<file path="src/rtl/alu_pkg.sv">
// Shared definitions for the ALU sequencer: one-hot operation bit map,
// widths and the sequencer state encoding.
package alu_pkg;

    localparam int OP_W  = 16;
    localparam int CNT_W = 8;

    localparam int ADD = 0;
    localparam int SUB = 1;
    localparam int NEG = 2;
    localparam int MUL = 3;
    localparam int DIV = 4;
    localparam int AND = 5;
    localparam int OR  = 6;
    localparam int ROR = 7;
    localparam int ROL = 8;
    localparam int SLL = 9;
    localparam int SRA = 10;
    localparam int SRL = 11;
    localparam int NOT = 12;
    localparam int INC = 13;

    typedef enum logic [1:0] {
        IDLE = 2'd0,
        EXEC = 2'd1,
        DONE = 2'd2
    } seq_state_t;

endpackage

</file>
<file path="src/rtl/alu_op_check.sv">
// Combinational legality check and latency select for a requested ALU op.
// legal: exactly one of bits 0..13 set, bits 14/15 clear.
// lat_m1: operation latency minus one, used as the initial EXEC count.
module alu_op_check
    import alu_pkg::*;
#(
    parameter int DIV_CYCLES = 34,
    parameter int MUL_CYCLES = 1
) (
    input  logic [OP_W-1:0]  op,
    output logic             legal,
    output logic [CNT_W-1:0] lat_m1
);

    logic [13:0] op_low;

    assign op_low = op[13:0];

    // One-hot test on the usable op bits; the top two bits are reserved.
    always_comb begin
        legal = (op[15:14] == 2'b00) && (op_low != 14'd0) &&
                ((op_low & (op_low - 14'd1)) == 14'd0);
    end

    // Multi-cycle ops get their configured latency, everything else one cycle.
    always_comb begin
        lat_m1 = '0;
        if (op[DIV]) begin
            lat_m1 = CNT_W'(DIV_CYCLES - 1);
        end else if (op[MUL]) begin
            lat_m1 = CNT_W'(MUL_CYCLES - 1);
        end
    end

endmodule

</file>
<file path="src/rtl/alu_sequencer.sv">
// Multi-cycle controller for the shared ALU datapath. Runs one operation at a
// time over a start/done handshake, holds ALU controls for the op latency and
// captures the 64-bit result into z_hi/z_lo.
// Optional build macro ALU_SEQ_DIV0_EN: DIV by zero is trapped without
// enabling the divider (err=1, result cleared).
//
// state | meaning
// IDLE  | ready, ALU op held at zero (divider in reset), waiting for start
// EXEC  | ALU driven from latched op/operands, counting down the latency
// DONE  | one-cycle done pulse, result and err valid
module alu_sequencer
    import alu_pkg::*;
#(
    parameter int DIV_CYCLES = 34,
    parameter int MUL_CYCLES = 1
) (
    input  logic            clk,
    input  logic            reset,
    input  logic            start,
    input  logic [OP_W-1:0] op,
    input  logic [31:0]     x,
    input  logic [31:0]     y,
    output logic            ready,
    output logic            done,
    output logic            err,
    output logic [31:0]     z_hi,
    output logic [31:0]     z_lo,
    output logic [OP_W-1:0] alu_op,
    output logic [31:0]     alu_x,
    output logic [31:0]     alu_y,
    input  logic [63:0]     alu_z
);

    seq_state_t       state;
    seq_state_t       state_nxt;
    logic [CNT_W-1:0] cnt;
    logic             legal;
    logic [CNT_W-1:0] lat_m1;
    logic             div0_trap;

    alu_op_check #(
        .DIV_CYCLES (DIV_CYCLES),
        .MUL_CYCLES (MUL_CYCLES)
    ) u_op_check (
        .op     (op),
        .legal  (legal),
        .lat_m1 (lat_m1)
    );

`ifdef ALU_SEQ_DIV0_EN
    assign div0_trap = legal && op[DIV] && (y == 32'd0);
`else
    assign div0_trap = 1'b0;
`endif

    assign ready = (state == IDLE);
    assign done  = (state == DONE);

    // State register.
    always_ff @(posedge clk) begin
        if (reset) begin
            state <= IDLE;
        end else begin
            state <= state_nxt;
        end
    end

    // Next-state logic; illegal ops and trapped DIV-by-zero bypass EXEC.
    always_comb begin
        state_nxt = state;
        unique case (state)
            IDLE: begin
                if (start) begin
                    state_nxt = (legal && !div0_trap) ? EXEC : DONE;
                end
            end
            EXEC: begin
                if (cnt == '0) begin
                    state_nxt = DONE;
                end
            end
            DONE:    state_nxt = IDLE;
            default: state_nxt = IDLE;
        endcase
    end

    // Operand/op latch, latency counter, result capture and error flag.
    always_ff @(posedge clk) begin
        if (reset) begin
            cnt    <= '0;
            err    <= 1'b0;
            z_hi   <= '0;
            z_lo   <= '0;
            alu_op <= '0;
            alu_x  <= '0;
            alu_y  <= '0;
        end else begin
            unique case (state)
                IDLE: begin
                    if (start) begin
                        err <= !legal || div0_trap;
                        if (legal && !div0_trap) begin
                            alu_op <= op;
                            alu_x  <= x;
                            alu_y  <= y;
                            cnt    <= lat_m1;
                        end
                        if (div0_trap) begin
                            z_hi <= '0;
                            z_lo <= '0;
                        end
                    end
                end
                EXEC: begin
                    if (cnt == '0) begin
                        z_hi   <= alu_z[63:32];
                        z_lo   <= alu_z[31:0];
                        alu_op <= '0;
                        alu_x  <= '0;
                        alu_y  <= '0;
                    end else begin
                        cnt <= cnt - 1'b1;
                    end
                end
                default: ;
            endcase
        end
    end

endmodule

</file>
<file path="config.mk">
export PLATFORM = sky130hd
export DESIGN_NAME = alu_sequencer
export DESIGN_NICKNAME = d
export VERILOG_FILES = /design/src/rtl/alu_pkg.sv /design/src/rtl/alu_op_check.sv /design/src/rtl/alu_sequencer.sv
export SDC_FILE = /design/constraint.sdc
export NUM_CORES = 1
export LEC_CHECK = 0
export BUFFER_PORTS_ARGS = -buffer_cell sky130_fd_sc_hd__buf_2
export CAP_MARGIN = 40
export CORE_MARGIN = 2
export CORE_UTILIZATION = 30
export DETAILED_ROUTE_END_ITERATION = 8
export GPL_TIMING_DRIVEN = 0
export PLACE_DENSITY = 0.63
export SYNTH_ARGS = -nofsm -noshare
export SYNTH_HDL_FRONTEND = slang
export SYNTH_HIERARCHICAL = 1
export SYNTH_SLANG_ARGS = --single-unit
</file>
<file path="constraint.sdc">
create_clock -name clk -period 3.08 [get_ports clk]
set_input_delay 0.462 -clock clk [delete_from_list [all_inputs] [get_ports clk]]
set_output_delay 0.462 -clock clk [all_outputs]
set_load 0.005 [all_outputs]
</file>
==> flow_summary.ini <==
[critical_path]
worstPathMaxFanout = 10
cpPeakStageDelay_ns = 0.38
cp.arrival_ns = 3.22
endpoint_kind = flop
start_kind = primary input
critPathKind = in2reg
crit_family = compound AO/OA/AOI/OAI gates
crit_buf_inv = 3
crit_top_cell = buf_2
path_cells = buf_2 -> nor4_4 -> nand4bb_1 -> a2111oi_2 -> o21ai_1 -> a2111oi_4 -> nor4bb_4 -> buf_2 -> clkbuf_2 -> a22oi_1 -> nor2_1
crit_required_ns = 3.43
crit_slowest_cell = a2111oi_4

[clock_network]
numCtsBuffers = 17
clock_latency_ns = 0.42
clk_pin_slew_ns = 0.07
cts_tree = built
cts_setup_buffers = 0
clockRootBuffer = clkbuf_16
cts.path.max_buffers = 2
ctsHoldBuffers = 0
cts_htree_levels = 4
clkSinkCount = 155

[floorplanning]
ios = 294
fp.dieH_um = 142.4
die_w_um = 142.4
dieArea_sq_mm = 0.02027
std_cell_rows = 50
core_sq_mm = 0.01877
start_util_pct = 30.60

[detailed_routing]
route.vias.total = 5875
routed_wirelength_mm = 19.01
avgViaCountPerCell = 4.773
drc = 0
final_antenna_net_count = 0
wl_per_cell_um = 15.44
drtPass1Iterations = 4
first_iter_violations = 235

[power]
power.density_mw_per_mm2 = 536.8
ir_drop_mv = 0.3460
total_power_w = 0.004398
power_leakage_nw = 3.661

[layout]
syn_to_final_growth_pct = 42.66
nets = 1132
layout-drive-gt1-share_pct = 36.75
final_cell_area_sq_mm = 0.008193
nFillCells = 1928

[synthesis]
seq_area_frac_synth_pct = 54.03
synth_top_family_by_area = compound AO/OA/AOI/OAI gates
synth-compound-area-share_pct = 20.31
post_synth_instance_area_sq_mm = 0.005743
synth_adder_area_share_pct = 0.4357
synth_xor_area_share_pct = 0.1525
syn_avg_cell_area_sq_um = 8.623
ys_seq_elements = 155
ys_types = 46
synthCells = 666
yosys_warnings = 6
yosys.area_share.simple_pct = 19.35
yosys-mux-area-fraction_pct = 0.1961

[timing]
setup_tns_ns = 0
hold_viol_final = 0
layout_min_cycle_time_ns = 2.866
finalSetupViolCount = 0
clock.fmax_mhz = 349.0
rsz0062_at_grt = false
finalMaxSlewViolations = 0
slew_headroom_pct = 40.47
min_period_over_period_pct = 93.04
worstMarginPinSlew_ns = 0.8848
fin_skew_ns = 0.01046

[global_route]
antenna_found_initial = 1
grt_pass1_wl_mm = 29.28
grt_pass1_vias = 5513
grt_usage_pct = 18.49
grt_max_degree = 17
grt_overflow = 0

[placement]
io_buffers = 292
routabilityCongestion = 0.7859
place_area_sq_mm = 0.007523
post-dp-hpwl_mm = 14.01

[hold_path]
hold_path_class = in2reg

[run_status]
outcome = finished, final reports clean

[job]
maxCapViolCount = 0
[cell usage after synthesis, drive strengths merged]
| master | count | area [sq um] |
|---|---|---|
| buf | 16 | 137.6 |
| nand4 | 2 | 12.51 |
| nor4b | 1 | 8.760 |
| nand3 | 6 | 30.03 |
| a2111oi | 2 | 25.02 |
| o32ai | 1 | 8.760 |
| nor4bb | 1 | 10.01 |
| ha | 2 | 25.02 |
| a21oi | 74 | 370.4 |
| or4 | 1 | 7.510 |
| dfxtp | 155 | 3103 |
| xor2 | 1 | 8.760 |
| mux2 | 1 | 11.26 |
| nand4bb | 1 | 11.26 |
| a22oi | 80 | 600.6 |
| o31ai | 3 | 22.52 |
| a22o | 1 | 10.01 |
| and2 | 1 | 6.260 |
| inv | 4 | 15.01 |
| o21ai | 7 | 35.03 |
| or3 | 3 | 21.27 |
| nand4b | 1 | 8.760 |
| a211oi | 1 | 7.510 |
| conb | 1 | 3.750 |
| nor2b | 2 | 12.51 |
| a31oi | 4 | 25.02 |
| nand3b | 1 | 7.510 |
| nand2b | 3 | 18.77 |
| nand2 | 133 | 499.2 |
| a211o | 1 | 10.01 |
| a32oi | 3 | 26.28 |
| nor3b | 2 | 15.01 |
| or4b | 1 | 10.01 |
| nor3 | 8 | 51.30 |
| a21boi | 1 | 7.510 |
| clkbuf | 43 | 161.4 |
| nor2 | 94 | 352.8 |
| a221oi | 2 | 17.52 |
| nor4 | 2 | 27.53 |
[kinds of logic (layout without fill, tap and decap cells)]
kind of cell | after synthesis | in the layout
muxes | 1 | 1
buffers and inverters | 63 | 388
adders and majority gates | 2 | 2
other | 1 | 7
and+or+nand+nor | 263 | 263
xor gates and xnor gates | 1 | 1
AOI/OAI and AO/OA | 180 | 180
DFF | 155 | 155
[metal layers]
| metal | vias up | global-route usage, % | routed length (um) |
|---|---|---|---|
| met5 | - | 0 | 0 |
| met2 | 242 | 30.79 | 8886 |
| met4 | 0 | 4.742 | 125 |
| li1 | 2929 | - | - |
| met3 | 8 | 6.595 | 1682 |
| met1 | 2696 | 22.82 | 8312 |
[worst reg2reg max path: stages (launching register included)]
cell	delay (ns)
dfxtp_1	0.35
inv_1	0.09
ha_1	0.20
nor4b_1	0.55
nand3_1	0.19
clkbuf_1	0.29
clkbuf_1	0.32
nand2_1	0.13
a21oi_1	0.07
[timing repair]
action / in CTS / in global routing
pin swaps: 1 / 0
resized for setup: 10 / 19
setup endpoints to repair: 88 / 77
[placed cells by master, fill, tap and decap left out, drive strengths merged, types with 4 or more instances in the layout]
| cell | synthesis | routed |
|---|---|---|
| buf | 16 | 312 |
| dfxtp | 155 | 155 |
| nand2 | 133 | 133 |
| nor2 | 94 | 94 |
| a22oi | 80 | 80 |
| a21oi | 74 | 74 |
| clkbuf | 43 | 58 |
| inv | 4 | 14 |
| nor3 | 8 | 8 |
| o21ai | 7 | 7 |
| nand3 | 6 | 6 |
| conb | 1 | 6 |
| a31oi | 4 | 4 |
[path summary, 6_finish.rpt]
check	from	to	slack [ns]	cells after the start
setup / recovery	op[2]	alu_y[5]	0.21	11
hold / removal	alu_z[34]	z_hi[2]	0.27	3
setup reg to reg	cnt[0]	z_hi[21]	0.75	8
hold reg to reg	z_hi[16]	z_hi[16]	0.45	2
[metrics by stage]
stage	util (%)	hold WS (ns)	std cells	setup slack [ns]
after floorplan	-	0.4527	671	0.04390
after global placement	40.05	0.4393	1197	-0.9314
after detailed placement	40.09	0.4439	1198	-1.046
after CTS	43.49	0.2469	1230	0.08863
after global routing	43.64	0.2628	1230	0.004304
final	43.65	0.2736	1231	0.2144
[flip-flops by register name, summed over array words and instances (netlist names)]
register,cells
state,2
z_hi,32
z_lo,32
err,1
alu_y,32
alu_x,32
cnt,8
alu_op,16
[cell type report]
class | instances | area (sq um) | share of cell area, %
Clock inverter | 14 | 171.4 | 2.092
Antenna cell | 1 | 2.502 | 0.03054
Timing Repair Buffer | 293 | 1469 | 17.93
Sequential cell | 155 | 3103 | 37.87
Buffer | 59 | 316.6 | 3.864
Inverter | 4 | 15.01 | 0.1833
Tap cell | 234 | 292.8 | 3.574
Clock buffer | 18 | 439.2 | 5.360
Multi-Input combinational cell | 453 | 2384 | 29.09
[power by group]
part | leakage, nW | internal, W | switching [W]
combinational | 2.11 | 0.0000874 | 0.0000920
clock | 0.304 | 0.00126 | 0.000956
sequential | 1.25 | 0.00200 | 0.00000235
Note: power is estimated with default switching activity, not from simulation.
